[config.mk]
export PLATFORM = sky130hd
export DESIGN_NAME = idecode_sb
export DESIGN_NICKNAME = d
export VERILOG_FILES = /design/src/rtl/idecode_sb.sv
export SDC_FILE = /design/constraint.sdc
export NUM_CORES = 2
export LEC_CHECK = 0
export CAP_MARGIN = 5
export CELL_PAD_IN_SITES_DETAIL_PLACEMENT = 1
export CELL_PAD_IN_SITES_GLOBAL_PLACEMENT = 1
export CORE_ASPECT_RATIO = 1.2
export CORE_MARGIN = 2
export CORE_UTILIZATION = 47
export CTS_CLUSTER_SIZE = 40
export DETAILED_ROUTE_END_ITERATION = 7
export DONT_BUFFER_PORTS = 1
export PLACE_DENSITY_LB_ADDON = 0.1
export SYNTH_ARGS = -nofsm -noshare
export SYNTH_HDL_FRONTEND = slang
export SYNTH_SLANG_ARGS = --single-unit
[constraint.sdc]
create_clock -name clk -period 4.9 [get_ports clk]
set_clock_uncertainty 0.05 [all_clocks]
set_input_delay 0.98 -clock clk [delete_from_list [all_inputs] [get_ports clk]]
set_output_delay 0.98 -clock clk [all_outputs]
set_load 0.05 [all_outputs]
[src/rtl/idecode_sb.sv]
// Registered instruction-decode stage: register file, per-register pending-write
// scoreboard for RAW/WAW interlock, optional writeback bypass, and flush.
module idecode_sb #(
    parameter int unsigned XLEN   = 32,
    parameter int unsigned SB_W   = 2,
    parameter bit          BYPASS = 1'b1
) (
    input  logic            clk,
    input  logic            rst_n,
    input  logic            in_valid,
    output logic            in_ready,
    input  logic [31:0]     in_inst,
    input  logic            flush,
    input  logic            wb_we,
    input  logic [4:0]      wb_addr,
    input  logic [XLEN-1:0] wb_data,
    output logic            out_valid,
    input  logic            out_ready,
    output logic [31:0]     out_inst,
    output logic [4:0]      out_rs,
    output logic [4:0]      out_rt,
    output logic [4:0]      out_rd,
    output logic            out_wen,
    output logic [XLEN-1:0] out_rdata1,
    output logic [XLEN-1:0] out_rdata2,
    output logic [XLEN-1:0] out_imm
);

    localparam logic [SB_W-1:0] CNT_MAX = '1;

    logic [5:0]      op;
    logic [4:0]      dec_rs;
    logic [4:0]      dec_rt;
    logic [4:0]      dec_rd;
    logic            dec_wen;
    logic [XLEN-1:0] dec_imm;

    logic [XLEN-1:0] regs    [32];
    logic [SB_W-1:0] cnt     [32];
    logic [SB_W-1:0] cnt_nxt [32];

    logic            wb_hit;
    logic            hz_rs;
    logic            hz_rt;
    logic            hz_rd;
    logic            ready;
    logic            accept;
    logic [XLEN-1:0] opnd1;
    logic [XLEN-1:0] opnd2;
    logic            issue_inc;
    logic            wb_dec;
    logic            kill_dec;

    always_comb begin
        op     = in_inst[31:26];
        dec_rs = in_inst[25:21];
        if (op == 6'b000010 || op == 6'b000011)
            dec_rs = '0;

        dec_rt = in_inst[20:16];
        if (op == 6'b000001 || op == 6'b000010 || op == 6'b000011 || op[5:3] == 3'b100)
            dec_rt = '0;

        if (op == 6'b000000)
            dec_rd = in_inst[15:11];
        else if (op[5:3] == 3'b001 || op[5:3] == 3'b100)
            dec_rd = in_inst[20:16];
        else if (op == 6'b000001 || op == 6'b000011)
            dec_rd = 5'd31;
        else
            dec_rd = '0;

        dec_wen = (dec_rd != '0) && (in_inst != '0);

        dec_imm = {{(XLEN-16){in_inst[15]}}, in_inst[15:0]};
        case (op)
            6'b001100, 6'b001101, 6'b001110: begin
                dec_imm        = '0;
                dec_imm[15:0]  = in_inst[15:0];
            end
            6'b000010, 6'b000011: begin
                dec_imm        = '0;
                dec_imm[25:0]  = in_inst[25:0];
            end
            default: ;
        endcase
    end

    // A source waiting on exactly one write is released when that write is on the bus now.
    always_comb begin
        wb_hit = wb_we && (wb_addr != '0);
        hz_rs  = (dec_rs != '0) && (cnt[dec_rs] != '0) &&
                 !(BYPASS && wb_we && (wb_addr == dec_rs) && (cnt[dec_rs] == SB_W'(1)));
        hz_rt  = (dec_rt != '0) && (cnt[dec_rt] != '0) &&
                 !(BYPASS && wb_we && (wb_addr == dec_rt) && (cnt[dec_rt] == SB_W'(1)));
        hz_rd  = dec_wen && (cnt[dec_rd] == CNT_MAX);
        ready  = !flush && !(hz_rs || hz_rt || hz_rd) && (!out_valid || out_ready);
        accept = in_valid && ready;
    end

    assign in_ready = ready;

    always_comb begin
        if (dec_rs == '0)
            opnd1 = '0;
        else if (BYPASS && wb_hit && (wb_addr == dec_rs))
            opnd1 = wb_data;
        else
            opnd1 = regs[dec_rs];

        if (dec_rt == '0)
            opnd2 = '0;
        else if (BYPASS && wb_hit && (wb_addr == dec_rt))
            opnd2 = wb_data;
        else
            opnd2 = regs[dec_rt];
    end

    // Decrements saturate at zero so a stray writeback plus a kill cannot wrap a counter.
    always_comb begin
        issue_inc = accept && dec_wen;
        wb_dec    = wb_hit && (cnt[wb_addr] != '0);
        kill_dec  = flush && out_valid && out_wen;
        for (int unsigned r = 0; r < 32; r++) begin
            cnt_nxt[r] = cnt[r];
            if (issue_inc && (dec_rd == 5'(r)))
                cnt_nxt[r] = cnt_nxt[r] + SB_W'(1);
            if (wb_dec && (wb_addr == 5'(r)) && (cnt_nxt[r] != '0))
                cnt_nxt[r] = cnt_nxt[r] - SB_W'(1);
            if (kill_dec && (out_rd == 5'(r)) && (cnt_nxt[r] != '0))
                cnt_nxt[r] = cnt_nxt[r] - SB_W'(1);
        end
    end

    always_ff @(posedge clk or negedge rst_n) begin
        if (!rst_n) begin
            for (int unsigned r = 0; r < 32; r++)
                cnt[r] <= '0;
        end else begin
            for (int unsigned r = 0; r < 32; r++)
                cnt[r] <= cnt_nxt[r];
        end
    end

    always_ff @(posedge clk or negedge rst_n) begin
        if (!rst_n) begin
            for (int unsigned r = 0; r < 32; r++)
                regs[r] <= '0;
        end else if (wb_hit) begin
            regs[wb_addr] <= wb_data;
        end
    end

    always_ff @(posedge clk or negedge rst_n) begin
        if (!rst_n) begin
            out_valid  <= 1'b0;
            out_inst   <= '0;
            out_rs     <= '0;
            out_rt     <= '0;
            out_rd     <= '0;
            out_wen    <= 1'b0;
            out_rdata1 <= '0;
            out_rdata2 <= '0;
            out_imm    <= '0;
        end else if (flush) begin
            out_valid <= 1'b0;
        end else if (accept) begin
            out_valid  <= 1'b1;
            out_inst   <= in_inst;
            out_rs     <= dec_rs;
            out_rt     <= dec_rt;
            out_rd     <= dec_rd;
            out_wen    <= dec_wen;
            out_rdata1 <= opnd1;
            out_rdata2 <= opnd2;
            out_imm    <= dec_imm;
        end else if (out_ready) begin
            out_valid <= 1'b0;
        end
    end

endmodule

**Word-level counts from Yosys, hierarchy flattened**

Index checks and enable logic that the tools add are counted.

- Add/sub/neg operators: 96
- $lt $le $gt $ge: 5
- Equal/unequal tests: 106
- Multiplexer cells: 130
- Bitwise operators: 5
- Reductions and logical operators: 277

Operators by type and width:

| operator | number |
|---|---|
| 1024-bit bitwise mux | 1 |
| 32-bit binary-select mux with 5-bit select | 2 |
| 32-bit two-way mux | 9 |
| 5-bit equality test (second input constant) | 48 |
| 2-bit two-way mux | 104 |
| 1-bit logical AND | 181 |
| 32-bit demux with 5-bit select | 1 |
| 2-bit nonzero test | 67 |
| 2-bit by 1-bit subtractor with 2-bit output (second input constant) | 64 |
| 5-bit by 4-bit equality test with 1-bit output (second input constant) | 24 |
| 2-bit by 1-bit adder with 2-bit output (second input constant) | 32 |
| 32-bit one-hot mux with 2 select lines | 1 |
| 5-bit by 3-bit equality test with 1-bit output (second input constant) | 12 |
| 2-bit binary-select mux with 5-bit select | 4 |
| 32-bit nonzero test | 1 |
| 5-bit by 2-bit equality test with 1-bit output (second input constant) | 6 |
| 5-bit logical NOT | 5 |
| 5-bit two-way mux | 5 |
| 6-bit greater-or-equal comparator (second input constant) | 4 |
| 5-bit NOT with 6-bit output | 4 |
| 5-bit nonzero test | 4 |
| 6-bit by 4-bit equality test with 1-bit output (second input constant) | 3 |
| 5-bit by 1-bit equality test with 1-bit output (second input constant) | 3 |
| 6-bit by 2-bit equality test with 1-bit output (second input constant) | 2 |
| other kinds (16) | 32 |

- Flip-flop bits (word level): 1,233
- Bits of input ports: 75
- Output and inout port bits: 146
- Word-level logic and storage cells: 692

**Depth between registers and ports, before layout**

- Depth after elaboration: 28
- Mapped depth: 27
- Depth with buffers taken out: 20

**Least setup slack after synthesis**

OpenSTA, ideal clock, no wires.

- Path type: in2reg
- From: in in_inst[28]
- To: reg cnt[14] (netlist name)
- Setup time: 129 ps
- Data arrival time: 5,905 ps
- Required time: 4,721 ps
- Setup slack: -1,183 ps
- Cell stages on the path: 24
- Path buffers: 5
- Cell sequence: buf_6 or4b_1 buf_4 a2bb2oi_1 nand2_2 nand2_2 o221ai_1 a21oi_1 or4b_4 nand4_1 buf_4 buf_6 nor3_4 xnor2_1 ha_1 or3_1 clkbuf_1 xnor2_1 xnor2_1 ha_1 or4_1 xor2_1 xnor2_1 xnor2_1

RTL lines:

| what | line | text |
|---|---|---|
| start: declaration | 12 | `input logic [31:0] in_inst,` |
| end signal: indexed assignment | 141 | `cnt[r] <= cnt_nxt[r];` |
| end: declaration | 39 | `logic [SB_W-1:0] cnt [32];` |

==> impl_metrics.csv <==
group,metric,value,unit
run_status,status,"finished, violations left",
run_status,failed_checks,"slew limit, setup timing",
setup_path,arrival,6600,ps
setup_path,worst_ep_required_time,5570,ps
global_routing,grt_usage,0.3944,
finish,area_delta_synth_final,17.37,%
power_and_ir_drop,p_leak,35.95,nW
global_routing,grt-ovfl-total,0,
logic_synthesis,syn_nets,7215,
logic_synthesis,synthTopCellsByArea,"dfrtp_1 (42%), mux2_2 (17%), mux2i_1 (4.9%)",
placed_design,port_buffers,0,
setup_path,reg2reg_to,"cnt[12]$_DFF_PN0_",
setup_path,path_class,"in2reg",
die,die_h,431.1,um
clock_tree,numClockSinks,1212,
setup_path,startpoint,"in_inst[21]",
die,pin_count,221,
run,cap_violations,0,
logic_synthesis,ys_seq_elements,1212,
die,coreArea,150900,um2
power_and_ir_drop,power.density,408.9,nW/um2
power_and_ir_drop,ir_drop,0.0003681,V
logic_synthesis,syn_area,71460,um2
placed_design,globalplace.congestion,0.9765,
sta,tightest_slew,2071,ps
clock_tree,clk_pin_slew_worst_paths,70,ps
route,dr_total_vias,62590,
route,initialDrtViolationCount,5567,
logic_synthesis,synth_edf_count,0,
logic_synthesis,synth.yosys.seq_area_share,0.4244,
clock_tree,clk_latency,820,ps
die,rows,156,
clock_tree,cts_buffers,138,
placed_design,place_hpwl,190900,um
hold_path,hold_class,"in2async",
route,viasPerCell,6.771,
sta,hold_ws,35.76,ps
sta,hold_violations,0,
die,fp.dieW,359.9,um
sta,rsz0062_at_grt,"true",
logic_synthesis,ys_async_sr_fraction,1.000,
setup_path,rrSetupSlack,-240,ps
route,drc,0,
setup_path,endpoint_kind,"flip-flop",
global_routing,grt_pass1_vias,65360,
logic_synthesis,yosysTopAreaCellShare,0.4244,
sta,min_period_over_period,1.209,
logic_synthesis,ys_warn_count,0,
route,dr.pass1.iters,5,
clock_tree,cts_root_buffer,"clkbuf_16",
die,start_util,0.4736,
logic_synthesis,synthTopCellsByCount,"dfrtp_1 (1212), mux2_2 (1065), nand2_1 (881)",
setup_path,ff2ff_path_depth,23,
sta,relSlewSlack,-0.3810,
sta,drv_slew,225,
global_routing,grt_pass1_wl,452700,um
logic_synthesis,synth_cell_types,87,
placed_design,dp_slack,-1278,ps
sta,fmax,168.8,MHz
global_routing,grt_max_degree,469,
logic_synthesis,netlist_instances,7077,
setup_path,path_max_fanout,468,
clock_tree,htreeDepth,4,
logic_synthesis,synth_flop_cell,"dfrtp_1",
route,wire_per_inst,33.86,um
finish,layout-drive-gt1-share,0.3348,
setup_path,crit-reg2reg-launch,"cnt[43]$_DFF_PN0_",
logic_synthesis,yosysMostFrequentCell,"dfrtp_1",
route,ant_nets,0,
setup_path,start_kind,"primary input",
finish,finalNetCount,7290,
sta,finalWorstSetupSlack,-1025,ps
clock_tree,cts_buffer_depth,3,
global_routing,antenna_found_initial,11,
route,wl,313000,um
sta,period_needed,5925,ps
logic_synthesis,synth.avg_cell_area,10.10,um2
clock_tree,cts_tree,"built",
logic_synthesis,yosysTopAreaCell,"dfrtp_1",
sta,tns,-50870,ps
die,die_area,155200,um2
sta,setup_viol,73,
registers in the layout (all words and copies together) (netlist names):
signal and flops:
out_rt 5, regs 1024, out_imm 11, out_valid 1
out_wen 1, out_rd 5, out_inst 32, cnt 64
out_rs 5, out_rdata1 32, out_rdata2 32
cells in the final DEF (no fill, tap or decap), types with 37 or more instances in the layout:
cell / netlist / layout
o221ai_1: 48 / 41
nor3_4: 20 / 44
buf_12: 1 / 57
o21ai_0: 209 / 198
inv_1: 50 / 45
a31oi_1: 189 / 186
ha_2: 0 / 50
o22ai_1: 118 / 115
a221oi_1: 158 / 157
xnor2_2: 0 / 51
a2111oi_0: 64 / 62
mux2_2: 1065 / 1060
or3_4: 0 / 39
clkbuf_16: 0 / 141
nor2b_1: 135 / 133
a211oi_1: 168 / 167
buf_4: 25 / 636
xnor2_1: 176 / 122
nand2_1: 881 / 842
dfrtp_1: 1212 / 1209
nor3_1: 207 / 189
mux2i_1: 353 / 351
o31ai_1: 39 / 37
clkbuf_8: 0 / 40
o211ai_1: 43 / 43
nand3_1: 212 / 210
a21oi_1: 258 / 250
nor2_1: 180 / 159
worst max path at each step:
| stage | slack [ps] | depth (start not counted) | end |
|---|---|---|---|
| after detailed placement | -1280 | 21 | cnt[14]$_DFF_PN0_ |
| final | -1030 | 21 | cnt[12]$_DFF_PN0_ |
| after global routing | -810 | 22 | cnt[12]$_DFF_PN0_ |
| after floorplan | -1000 | 24 | cnt[22]$_DFF_PN0_ |
| after CTS | -160 | 22 | cnt[14]$_DFF_PN0_ |
| after global placement | -1150 | 21 | cnt[14]$_DFF_PN0_ |
metal layers:
layer	track usage	share of wire
met1	0.4780	0.38
met2	0.6298	0.46
met3	0.08463	0.076
met4	0.2716	0.078
met5	0	0.00015
final cells by class:
| cell class | instances | area, um2 |
|---|---|---|
| Antenna cell | 4 | 10.01 |
| Fill cell | 15940 | 67010 |
| Clock buffer | 208 | 4180 |
| Tap cell | 1975 | 2471 |
| Multi-Input combinational cell | 5022 | 39680 |
| Timing Repair Buffer | 725 | 6466 |
| Sequential cell | 1212 | 30340 |
| Clock inverter | 45 | 519.2 |
| Inverter | 53 | 198.9 |
worst max-delay path: stages:
cell,delay [ps]
o22ai_1,700
buf_4,230
o311ai_1,120
a31oi_1,290
nand3_1,130
a21oi_2,120
buf_4,130
nand4_1,190
buf_12,230
buf_16,150
buf_12,120
nor3_4,210
xnor2_2,80
ha_2,170
or3_4,420
mux2_4,320
ha_2,160
or3_4,390
xnor2_2,150
xnor2_1,240
xnor2_1,150
timing repair:
item / 4_1_cts / 5_1_grt
endpoints found under the hold margin: 125 / 0
hold buffers: 1 / 0
gates resized for setup: 69 / 154
setup endpoints to repair: 60 / 64
pin swaps: 59 / 96
buffers inserted: 26 / 38
gates cloned: 2 / 0
kinds of logic (layout without fill, tap and decap cells):
logic type,Yosys count,in the layout,share of synthesized area
compound gates,1535,1535,0.1510
xor+xnor,194,194,0.02378
fa+ha+maj,63,63,0.01103
buf+inv,844,1031,0.04775
flops,1212,1212,0.4244
mux,1456,1456,0.2268
other cells,0,4,0
simple gates,1773,1774,0.1151
per-stage QoR:
step | instances | util | power, W | area, um2
floorplan | 7077 | - | 0.02051 | 72220
global placement | 8918 | 0.5130 | 0.02285 | 77400
finish | 9244 | 0.5558 | 0.03429 | 83870
CTS | 9202 | 0.5489 | 0.03417 | 82820
detailed placement | 8920 | 0.5132 | 0.02320 | 77440
global route | 9241 | 0.5558 | 0.03557 | 83860
report_power, final:
part	switching, W	total [W]	internal (W)
clock	0.00460	0.0108	0.00625
combinational	0.00388	0.00754	0.00367
sequential	0.00381	0.0159	0.0121
(Power assumes the default switching activity.)
